[src/rtl/cix32_defines.sv]
// -----------------------------------------------------------------------------
// cix32_defines
// Shared CIX-32 definitions: CPU mode, segment register encoding, segment
// load fault codes, the hidden descriptor cache entry and its reset values.
// -----------------------------------------------------------------------------
package cix32_defines;

  typedef enum logic {
    MODE_REAL      = 1'b0,
    MODE_PROTECTED = 1'b1
  } cpu_mode_t;

  localparam int SEG_ES = 0;
  localparam int SEG_CS = 1;
  localparam int SEG_SS = 2;
  localparam int SEG_DS = 3;
  localparam int SEG_FS = 4;
  localparam int SEG_GS = 5;

  typedef enum logic [1:0] {
    FLT_NONE = 2'd0,
    FLT_GP   = 2'd1,
    FLT_NP   = 2'd2,
    FLT_SS   = 2'd3
  } seg_fault_e;

  typedef struct packed {
    logic [31:0] base;
    logic [31:0] limit;
    logic [7:0]  attrs;
    logic        valid;
  } seg_desc_t;

  localparam logic [15:0] CS_RESET_SEL    = 16'hF000;
  localparam logic [31:0] CS_RESET_BASE   = 32'h000F_0000;
  localparam logic [31:0] SEG_RESET_LIMIT = 32'h0000_FFFF;
  localparam logic [7:0]  ATTR_DATA_DEF   = 8'h93;
  localparam logic [7:0]  ATTR_CODE_DEF   = 8'h9B;

endpackage

[src/rtl/cix32_desc_decode.sv]
// -----------------------------------------------------------------------------
// cix32_desc_decode
// Combinational decode of an 8-byte GDT/LDT descriptor into a cache entry.
//   i_lo   : descriptor dword at offset 0
//   i_hi   : descriptor dword at offset 4
//   o_desc : base, expanded limit, access byte, valid = present bit
// -----------------------------------------------------------------------------
module cix32_desc_decode
  import cix32_defines::*;
(
  input  logic [31:0] i_lo,
  input  logic [31:0] i_hi,
  output seg_desc_t   o_desc
);

  logic [19:0] w_raw_limit;
  logic        w_unused_bits;

  assign w_raw_limit = {i_hi[19:16], i_lo[15:0]};

  always_comb begin
    o_desc.base  = {i_hi[31:24], i_hi[7:0], i_lo[31:16]};
    // G bit scales the limit to 4 KiB pages, low 12 bits all ones.
    o_desc.limit = i_hi[23] ? {w_raw_limit, 12'hFFF} : {12'b0, w_raw_limit};
    o_desc.attrs = i_hi[15:8];
    o_desc.valid = i_hi[15];
  end

  // D/B, L and AVL are not used by the segment cache.
  assign w_unused_bits = ^i_hi[22:20];

endmodule

[src/rtl/cix32_segment_unit.sv]
// -----------------------------------------------------------------------------
// cix32_segment_unit
// Segment selectors plus hidden descriptor cache, GDT descriptor loader and
// a registered, limit-checked linear address translation port.
//   i_clk, i_rst              : clock, synchronous active-high reset
//   i_cpu_mode                : 0 real, 1 protected (sampled at load accept)
//   i_gdtr_base/limit         : GDT location
//   i_wr_* / o_wr_ready       : selector load handshake
//   o_wr_done/o_wr_fault      : one-cycle load result pulses
//   o_fault_code              : reason of the last load, held until next load
//   o_mem_* / i_mem_*         : descriptor dword reads
//   i_rd_idx / o_rd_sel       : combinational selector read
//   i_xl_* / o_xl_*           : translation request / result (1 cycle)
// -----------------------------------------------------------------------------
module cix32_segment_unit
  import cix32_defines::*;
#(
  parameter int NUM_SEGS = 6,
  parameter int IDX_W    = $clog2(NUM_SEGS)
) (
  input  logic             i_clk,
  input  logic             i_rst,
  input  logic             i_cpu_mode,
  input  logic [31:0]      i_gdtr_base,
  input  logic [15:0]      i_gdtr_limit,
  input  logic             i_wr_valid,
  output logic             o_wr_ready,
  input  logic [IDX_W-1:0] i_wr_idx,
  input  logic [15:0]      i_wr_sel,
  output logic             o_wr_done,
  output logic             o_wr_fault,
  output logic [1:0]       o_fault_code,
  output logic             o_mem_req,
  output logic [31:0]      o_mem_addr,
  input  logic             i_mem_ack,
  input  logic [31:0]      i_mem_rdata,
  input  logic [IDX_W-1:0] i_rd_idx,
  output logic [15:0]      o_rd_sel,
  input  logic             i_xl_valid,
  input  logic [IDX_W-1:0] i_xl_idx,
  input  logic [31:0]      i_xl_off,
  input  logic [1:0]       i_xl_len,
  output logic             o_xl_out_valid,
  output logic [31:0]      o_xl_lin,
  output logic             o_xl_fault
);

  typedef enum logic [1:0] {
    ST_IDLE     = 2'd0,
    ST_FETCH_LO = 2'd1,
    ST_FETCH_HI = 2'd2,
    ST_COMMIT   = 2'd3
  } seg_state_e;

  seg_state_e       r_state, w_state_nxt;
  logic [15:0]      r_sel [NUM_SEGS];
  seg_desc_t        r_desc [NUM_SEGS];
  logic [IDX_W-1:0] r_idx;
  logic [15:0]      r_sel_lat;
  logic [31:0]      r_addr, r_lo, r_hi;

  logic      w_accept, w_null, w_ti, w_lim_flt, w_cs_ss, w_wr_ok, w_commit_ok;
  seg_desc_t w_dec, w_xl_desc;
  logic      w_unused_attrs;

  cix32_desc_decode u_desc_decode (
    .i_lo   (r_lo),
    .i_hi   (r_hi),
    .o_desc (w_dec)
  );

  assign w_null      = (i_wr_sel[15:2] == 14'd0);
  assign w_ti        = i_wr_sel[2];
  // Last byte of the 8-byte descriptor must lie within the GDT.
  assign w_lim_flt   = ({i_wr_sel[15:3], 3'b111} > i_gdtr_limit);
  assign w_cs_ss     = (i_wr_idx == IDX_W'(SEG_SS)) || (i_wr_idx == IDX_W'(SEG_CS));
  assign w_wr_ok     = (32'(i_wr_idx) < NUM_SEGS);
  assign w_commit_ok = (32'(r_idx) < NUM_SEGS);

  assign o_wr_ready = (r_state == ST_IDLE);
  assign o_mem_req  = (r_state == ST_FETCH_LO) || (r_state == ST_FETCH_HI);
  assign o_mem_addr = r_addr;
  assign o_rd_sel   = (32'(i_rd_idx) < NUM_SEGS) ? r_sel[i_rd_idx] : 16'h0000;
  assign w_xl_desc  = (32'(i_xl_idx) < NUM_SEGS) ? r_desc[i_xl_idx] : '0;
  assign w_unused_attrs = ^w_xl_desc.attrs;

  always_ff @(posedge i_clk) begin
    if (i_rst) r_state <= ST_IDLE;
    else       r_state <= w_state_nxt;
  end

  always_comb begin
    w_state_nxt = r_state;
    w_accept    = 1'b0;
    case (r_state)
      ST_IDLE: begin
        if (i_wr_valid) begin
          w_accept = 1'b1;
          if (i_cpu_mode == MODE_PROTECTED && !w_null && !w_ti && !w_lim_flt)
            w_state_nxt = ST_FETCH_LO;
        end
      end
      ST_FETCH_LO: if (i_mem_ack) w_state_nxt = ST_FETCH_HI;
      ST_FETCH_HI: if (i_mem_ack) w_state_nxt = ST_COMMIT;
      ST_COMMIT:   w_state_nxt = ST_IDLE;
      default:     w_state_nxt = ST_IDLE;
    endcase
  end

  always_ff @(posedge i_clk) begin
    if (i_rst) begin
      for (int i = 0; i < NUM_SEGS; i++) begin
        r_sel[i]  <= (i == SEG_CS) ? CS_RESET_SEL : 16'h0000;
        r_desc[i] <= (i == SEG_CS)
                     ? seg_desc_t'{CS_RESET_BASE, SEG_RESET_LIMIT, ATTR_CODE_DEF, 1'b1}
                     : seg_desc_t'{32'h0, SEG_RESET_LIMIT, ATTR_DATA_DEF, 1'b1};
      end
      r_idx          <= '0;
      r_sel_lat      <= 16'h0000;
      r_addr         <= 32'h0;
      r_lo           <= 32'h0;
      r_hi           <= 32'h0;
      o_wr_done      <= 1'b0;
      o_wr_fault     <= 1'b0;
      o_fault_code   <= FLT_NONE;
      o_xl_out_valid <= 1'b0;
      o_xl_lin       <= 32'h0;
      o_xl_fault     <= 1'b0;
    end else begin
      o_wr_done  <= 1'b0;
      o_wr_fault <= 1'b0;

      if (w_accept) begin
        r_idx        <= i_wr_idx;
        r_sel_lat    <= i_wr_sel;
        r_addr       <= i_gdtr_base + {16'h0, i_wr_sel[15:3], 3'b000};
        o_fault_code <= FLT_NONE;
        if (i_cpu_mode == MODE_REAL) begin
          // Limit and attributes persist so unreal-mode limits survive.
          if (w_wr_ok) begin
            r_sel[i_wr_idx]       <= i_wr_sel;
            r_desc[i_wr_idx].base <= {12'h000, i_wr_sel, 4'h0};
            r_desc[i_wr_idx].valid <= 1'b1;
          end
          o_wr_done <= 1'b1;
        end else if (w_null) begin
          if (w_cs_ss) begin
            o_wr_fault   <= 1'b1;
            o_fault_code <= FLT_GP;
          end else begin
            if (w_wr_ok) begin
              r_sel[i_wr_idx]        <= i_wr_sel;
              r_desc[i_wr_idx].valid <= 1'b0;
            end
            o_wr_done <= 1'b1;
          end
        end else if (w_ti || w_lim_flt) begin
          o_wr_fault   <= 1'b1;
          o_fault_code <= FLT_GP;
        end
      end

      if (r_state == ST_FETCH_LO && i_mem_ack) begin
        r_lo   <= i_mem_rdata;
        r_addr <= r_addr + 32'd4;
      end
      if (r_state == ST_FETCH_HI && i_mem_ack) r_hi <= i_mem_rdata;

      if (r_state == ST_COMMIT) begin
        if (!w_dec.attrs[7]) begin
          o_wr_fault   <= 1'b1;
          o_fault_code <= (r_idx == IDX_W'(SEG_SS)) ? FLT_SS : FLT_NP;
        end else begin
          if (w_commit_ok) begin
            r_sel[r_idx]  <= r_sel_lat;
            r_desc[r_idx] <= w_dec;
          end
          o_wr_done <= 1'b1;
        end
      end

      o_xl_out_valid <= i_xl_valid;
      if (i_xl_valid) begin
        o_xl_lin   <= w_xl_desc.base + i_xl_off;
        // 33-bit sum so an offset that wraps past 4 GiB still faults.
        o_xl_fault <= !w_xl_desc.valid ||
                      (({1'b0, i_xl_off} + {31'b0, i_xl_len}) > {1'b0, w_xl_desc.limit});
      end
    end
  end

endmodule

[config.mk]
export PLATFORM = sky130hd
export DESIGN_NAME = cix32_segment_unit
export DESIGN_NICKNAME = d
export VERILOG_FILES = /design/src/rtl/cix32_defines.sv /design/src/rtl/cix32_desc_decode.sv /design/src/rtl/cix32_segment_unit.sv
export SDC_FILE = /design/constraint.sdc
export NUM_CORES = 1
export LEC_CHECK = 0
export ABC_AREA = 1
export CORE_ASPECT_RATIO = 1.4
export CORE_MARGIN = 5
export CORE_UTILIZATION = 39
export CTS_BUF_LIST = sky130_fd_sc_hd__clkbuf_16
export DETAILED_ROUTE_END_ITERATION = 12
export DONT_BUFFER_PORTS = 1
export PLACE_DENSITY_LB_ADDON = 0.2
export SYNTH_ARGS = -nofsm -noshare
export SYNTH_HDL_FRONTEND = slang
export SYNTH_HIERARCHICAL = 1
export SYNTH_SLANG_ARGS = --single-unit
[constraint.sdc]
create_clock -name i_clk -period 6.03 [get_ports i_clk]
set_input_delay 0.603 -clock i_clk [delete_from_list [all_inputs] [get_ports i_clk]]
set_output_delay 0.603 -clock i_clk [all_outputs]
set_load 0.05 [all_outputs]
==> metrics, run 1 <==
pin count of the biggest net entering global routing 261; Clock transition at path regs 60 ps; syn_area_per_cell 9.003 um^2; Mapped Cells 4,386; CTS Hold Bufs 2; fin. max-slew vios 0; post-layout util 0.4323; GRT overflow 0; final setup vio count 0; Leak 16.88 nW; Max Cap Viol 0; Std-Cell Core Area 100,800 um^2; Initial Utilization 0.3916; RSZ-0062 raised after global routing no; chip height 386.5 um; final period utilization 0.7121; status finished, final reports clean; slew margin rel. 0.2236; global-route wire length before repair 184,400 um; WP data arrival 4460 ps; fmax 0.2329 GHz; WHS 79.91 ps; critical path launch point type flip-flop; drt first pass iters 5; Netlist Area Pre-Place 39,490 um^2; RePlAce Congestion 0.9247; initial antenna violation count 18; total CTS buffers 81; setup ws final 1736 ps; vias in the first global route 30,090; post-DP HPWL 81,960 um; DR vias 30,560; Worst Path Required 6190 ps; dpl cells 5,657; routed len/inst 20.96 um; clk_lat worst skew 680 ps; area grow syn2layout 10.39%; Root Driver clkbuf_16; Antenna Nets Post-Route 0; Ports 233; setup TNS 0 ps; final hold vios 0; htree depth 3; commonest cells after routing, fill and taps aside nor2_1, edfxtp_1, nand2_1; row cnt 138; final worst path period need 4294 ps; gr usage total 0.2200; Cell Pwr Density 318.5 nW/um^2; leading cell type in the layout, fill and taps excluded nor2_1; Port Buf Inserts 0; Bufs on Longest Clock Path 3; Critical Path Sink Type flip-flop; Post-CTS Setup Bufs 0; warnings from Yosys 6; Post-Place Setup Slack 1673 ps; post-CTS sizing 0; Max VDD drop 0.0002127 V; share of cells above drive strength 1 0.04734; die footprint 107,800 um^2; Tightest Pin Transition 1152 ps; Finished Layout Cells 5,822; DR vias/cell 5.249; Routed WL 122,000 um; CTS sink cnt 791; Hold Crit Class in -> reg; CTS tree yes; kind of critical path reg -> reg; DRC viols 0; drt first-iter violations 2,042; clk_skew 35.55 ps; final net count 4,656; post-layout power 13.88 mW; Placed Area 40,990 um^2; die width 278.9 um; Worst Path Max Fanout 44; fin area 43,590 um^2
==> path summary, 6_finish.rpt <==
| path | cells after the start | from | slack [ps] | end |
|---|---|---|---|---|
| worst min-delay path | 2 | i_xl_valid | 80 | o_xl_lin[12]$_SDFFE_PP0P_ |
| worst max-delay path | 13 | r_state[1]$_SDFFE_PP0P_ | 1740 | r_sel[2][14]$_SDFFCE_PN0P_ |
| worst max register to register | 13 | r_state[1]$_SDFFE_PP0P_ | 1740 | r_sel[2][14]$_SDFFCE_PN0P_ |
| worst min register to register | 2 | r_sel_lat[11]$_SDFFE_PP0P_ | 450 | r_sel_lat[11]$_SDFFE_PP0P_ |
==> power breakdown <==
group	total [mW]	internal [mW]	leakage (nW)	switching (mW)
Combinational	2.11	0.620	8.14	1.49
Clock	4.88	2.68	1.34	2.19
Sequential	6.90	6.32	7.40	0.581
==> flip-flops by register name (all words and copies together), names as in the netlist <==
signal and flops:
r_sel_lat 16, r_idx 3, r_sel 128, r_hi 22, o_mem_addr 32, o_xl_out_valid 1
o_xl_lin 32, r_lo 32, o_wr_done 1, r_desc 518, o_xl_fault 1, r_state 2
o_fault_code 2, o_wr_fault 1
==> per-layer routing <==
metal,vias up,track usage,part of all wire
li1,14760,-,-
met1,14700,0.2624,0.39
met2,890,0.3861,0.50
met3,193,0.05206,0.069
met4,12,0.08193,0.034
met5,-,0,0.00089
==> cell type report <==
cell class,instances,area (um^2)
clock inverters,68,516.7
diodes,14,35.03
clock buffers,81,2027
well taps,1330,1664
flip-flops and latches,791,22300
inverters,411,1550
multi-input cells,3081,15130
fillers,10110,57250
repair buffers,46,362.8
==> critical path, cell delays in order (launching register included) <==
cell and delay [ps]:
dfxtp_1 390, inv_1 80, ha_1 450, nand2_1 140, buf_4 370, nor3_1 170, nand2_1 100, nand2_2 80
nor2_2 210, inv_2 160, nand2_2 150, nor2_4 60, inv_2 620, nand2_1 790
Note: power is estimated with default switching activity, not from simulation.
==> run 2, diff against run 1 <==
==> constraint.sdc (replaced) <==
create_clock -name i_clk -period 3.7 [get_ports i_clk]
set_input_delay 0.37 -clock i_clk [delete_from_list [all_inputs] [get_ports i_clk]]
set_output_delay 0.37 -clock i_clk [all_outputs]
set_load 0.05 [all_outputs]
==> run 2 against run 1 <==
Compared with the run above:
- flip-flop and latch count did not move
- utilization rose by 1.3 points
- setup slack worse by 1200 ps
- non-clock buffer count is 127 higher
- clock skew is 4.4 ps lower
- critical path depth grew 1
- global-route usage rose by 0.47 points
- final area is 3.0% higher
- register-to-register slack worse by 1200 ps
- final cell count increased by 2.1%
- fmax rose by 37%
- power up 66%
- critical path type unchanged
- critical endpoint is now r_desc[3][44]$_SDFFCE_PN0P_
==> metrics, run 2 (same netlist as run 1, synthesis figures left out) <==
sw power 7.047 mW; Cell Pwr Density 513.3 nW/um^2; post-layout util 0.4452; Post-CTS Setup Bufs 0; Root Driver clkbuf_16; vias in the first global route 30,510; Sequential Power Share 0.487; final setup vio count 0; drt first pass iters 6; row cnt 138; DRC viols 0; multi-input logic area 15,120 um^2; Worst Path Required 4030 ps; commonest cells after routing, fill and taps aside nor2_1, edfxtp_1, nand2_1; Leak 17.49 nW; htree depth 3; Placed Area 41,460 um^2; die width 278.9 um; max reg flops 518; Fill cells 9,962; fmax 0.3189 GHz; leading cell type in the layout, fill and taps excluded nor2_1; status finished, final reports clean; slew margin rel. 0.2872; post-DP HPWL 83,740 um; DR vias 31,290; RSZ-0062 raised after global routing no; CTS tree yes; final net count 4,784; Comb power frac 0.161; FF+latch area 22,300 um^2; kind of critical path reg -> reg; WP data arrival 3460 ps; Antenna Nets Post-Route 0; final period utilization 0.8476; clock power share 0.352; GRT overflow 0; post-layout power 23.04 mW; DR vias/cell 5.262; final hold vios 0; Initial Utilization 0.3916; Max Cap Viol 0; final worst path period need 3136 ps; switching share of power 0.3058; Port Buf Inserts 0; drt first-iter violations 2,389; Top Registers r_desc (518), r_sel (128); fin area 44,900 um^2; routed len/inst 21.04 um; r2r setup slk 560 ps; Biggest register r_desc; Ports 233; Critical Path Sink Type flip-flop; post-CTS sizing 0; global-route wire length before repair 187,300 um; Hold Crit Class in -> reg; dpl cells 5,707; critical path launch point type flip-flop; total CTS buffers 82; CTS sink cnt 791; clk_lat worst skew 670 ps; die footprint 107,800 um^2; chip height 386.5 um; RePlAce Congestion 0.9242; Clock transition at path regs 60 ps; Max VDD drop 0.0003726 V; Internal Power 16.00 mW; Bufs on Longest Clock Path 3; Std-Cell Core Area 100,800 um^2; Tightest Pin Transition 1060 ps; Worst Path Max Fanout 19; initial antenna violation count 16; Routed WL 125,100 um; Finished Layout Cells 5,947; WHS 71.69 ps; gr usage total 0.2247; fin. max-slew vios 0; pin count of the biggest net entering global routing 261; CTS Hold Bufs 79; share of cells above drive strength 1 0.05773; clk_skew 31.19 ps; area grow syn2layout 13.70%
[run 2: cell count changes in the layout (fill, tap and decap cells not counted), moves of 2 or more]
cell,before,now
dlygate4sd3_1,2,77
buf_4,43,85
buf_12,1,10
clkinv_1,17,24
inv_1,412,406
diode_2,14,9
clkbuf_16,81,84
clkinv_2,13,15
inv_6,5,3
[run 2: layer usage]
metal,global-route usage,vias to the layer above,routed length [um]
met5,0,-,41
met4,0.07006,6,3834
met3,0.04717,197,8349
met2,0.3994,950,63010
met1,0.2734,15130,49890
li1,-,15020,-
[run 2: path summary, 6_finish.rpt]
kind	from	endpoint	cells after the start
hold / removal	i_wr_sel[2]	r_state[0]$_SDFFE_PP0P_	5
setup / recovery	r_state[0]$_SDFFE_PP0P_	r_desc[3][44]$_SDFFCE_PN0P_	14
hold reg to reg	r_sel_lat[7]$_SDFFE_PP0P_	r_sel_lat[7]$_SDFFE_PP0P_	2
setup reg to reg	r_state[0]$_SDFFE_PP0P_	r_desc[3][44]$_SDFFCE_PN0P_	14
[run 2: stage by stage]
step	worst slack, ps	setup TNS (ps)
after floorplan	-395.5	-25310
after global placement	427.0	0
after detailed placement	456.6	0
after CTS	582.3	0
after global routing	305.9	0
final	563.7	0
[run 2: cell type report]
cell class                      instances  area share
Antenna cell                            9   0.0005016
Tap cell                             1330     0.03707
Clock inverter                         68     0.01106
Inverter                              411     0.03453
Sequential cell                       791      0.4967
Timing Repair Buffer                  173     0.03645
Multi-Input combinational cell       3081      0.3368
Clock buffer                           84     0.04682
[run 2: worst max-delay path, stage by stage (launching register included)]
cell and delay (ps):
dfxtp_1 330, inv_1 100, ha_1 200, nand2_1 80
nor3_1 490, nand2_1 130, nand2_2 110, nor2_2 70
inv_2 270, nand2_2 150, nor2_4 160, nand2_1 70
buf_4 210, nand2_1 100, buf_4 320
[run 2: power by group through the flow]
stage | Clock [mW] | Sequential, mW | Combinational [mW]
2_1_floorplan | 0 | 11.3 | 2.62
3_3_place_gp | 0 | 11.4 | 3.57
3_5_place_dp | 0 | 11.4 | 3.59
4_1_cts | 8.29 | 11.2 | 3.71
5_1_grt | 8.62 | 11.3 | 4.12
6_report | 8.12 | 11.2 | 3.71
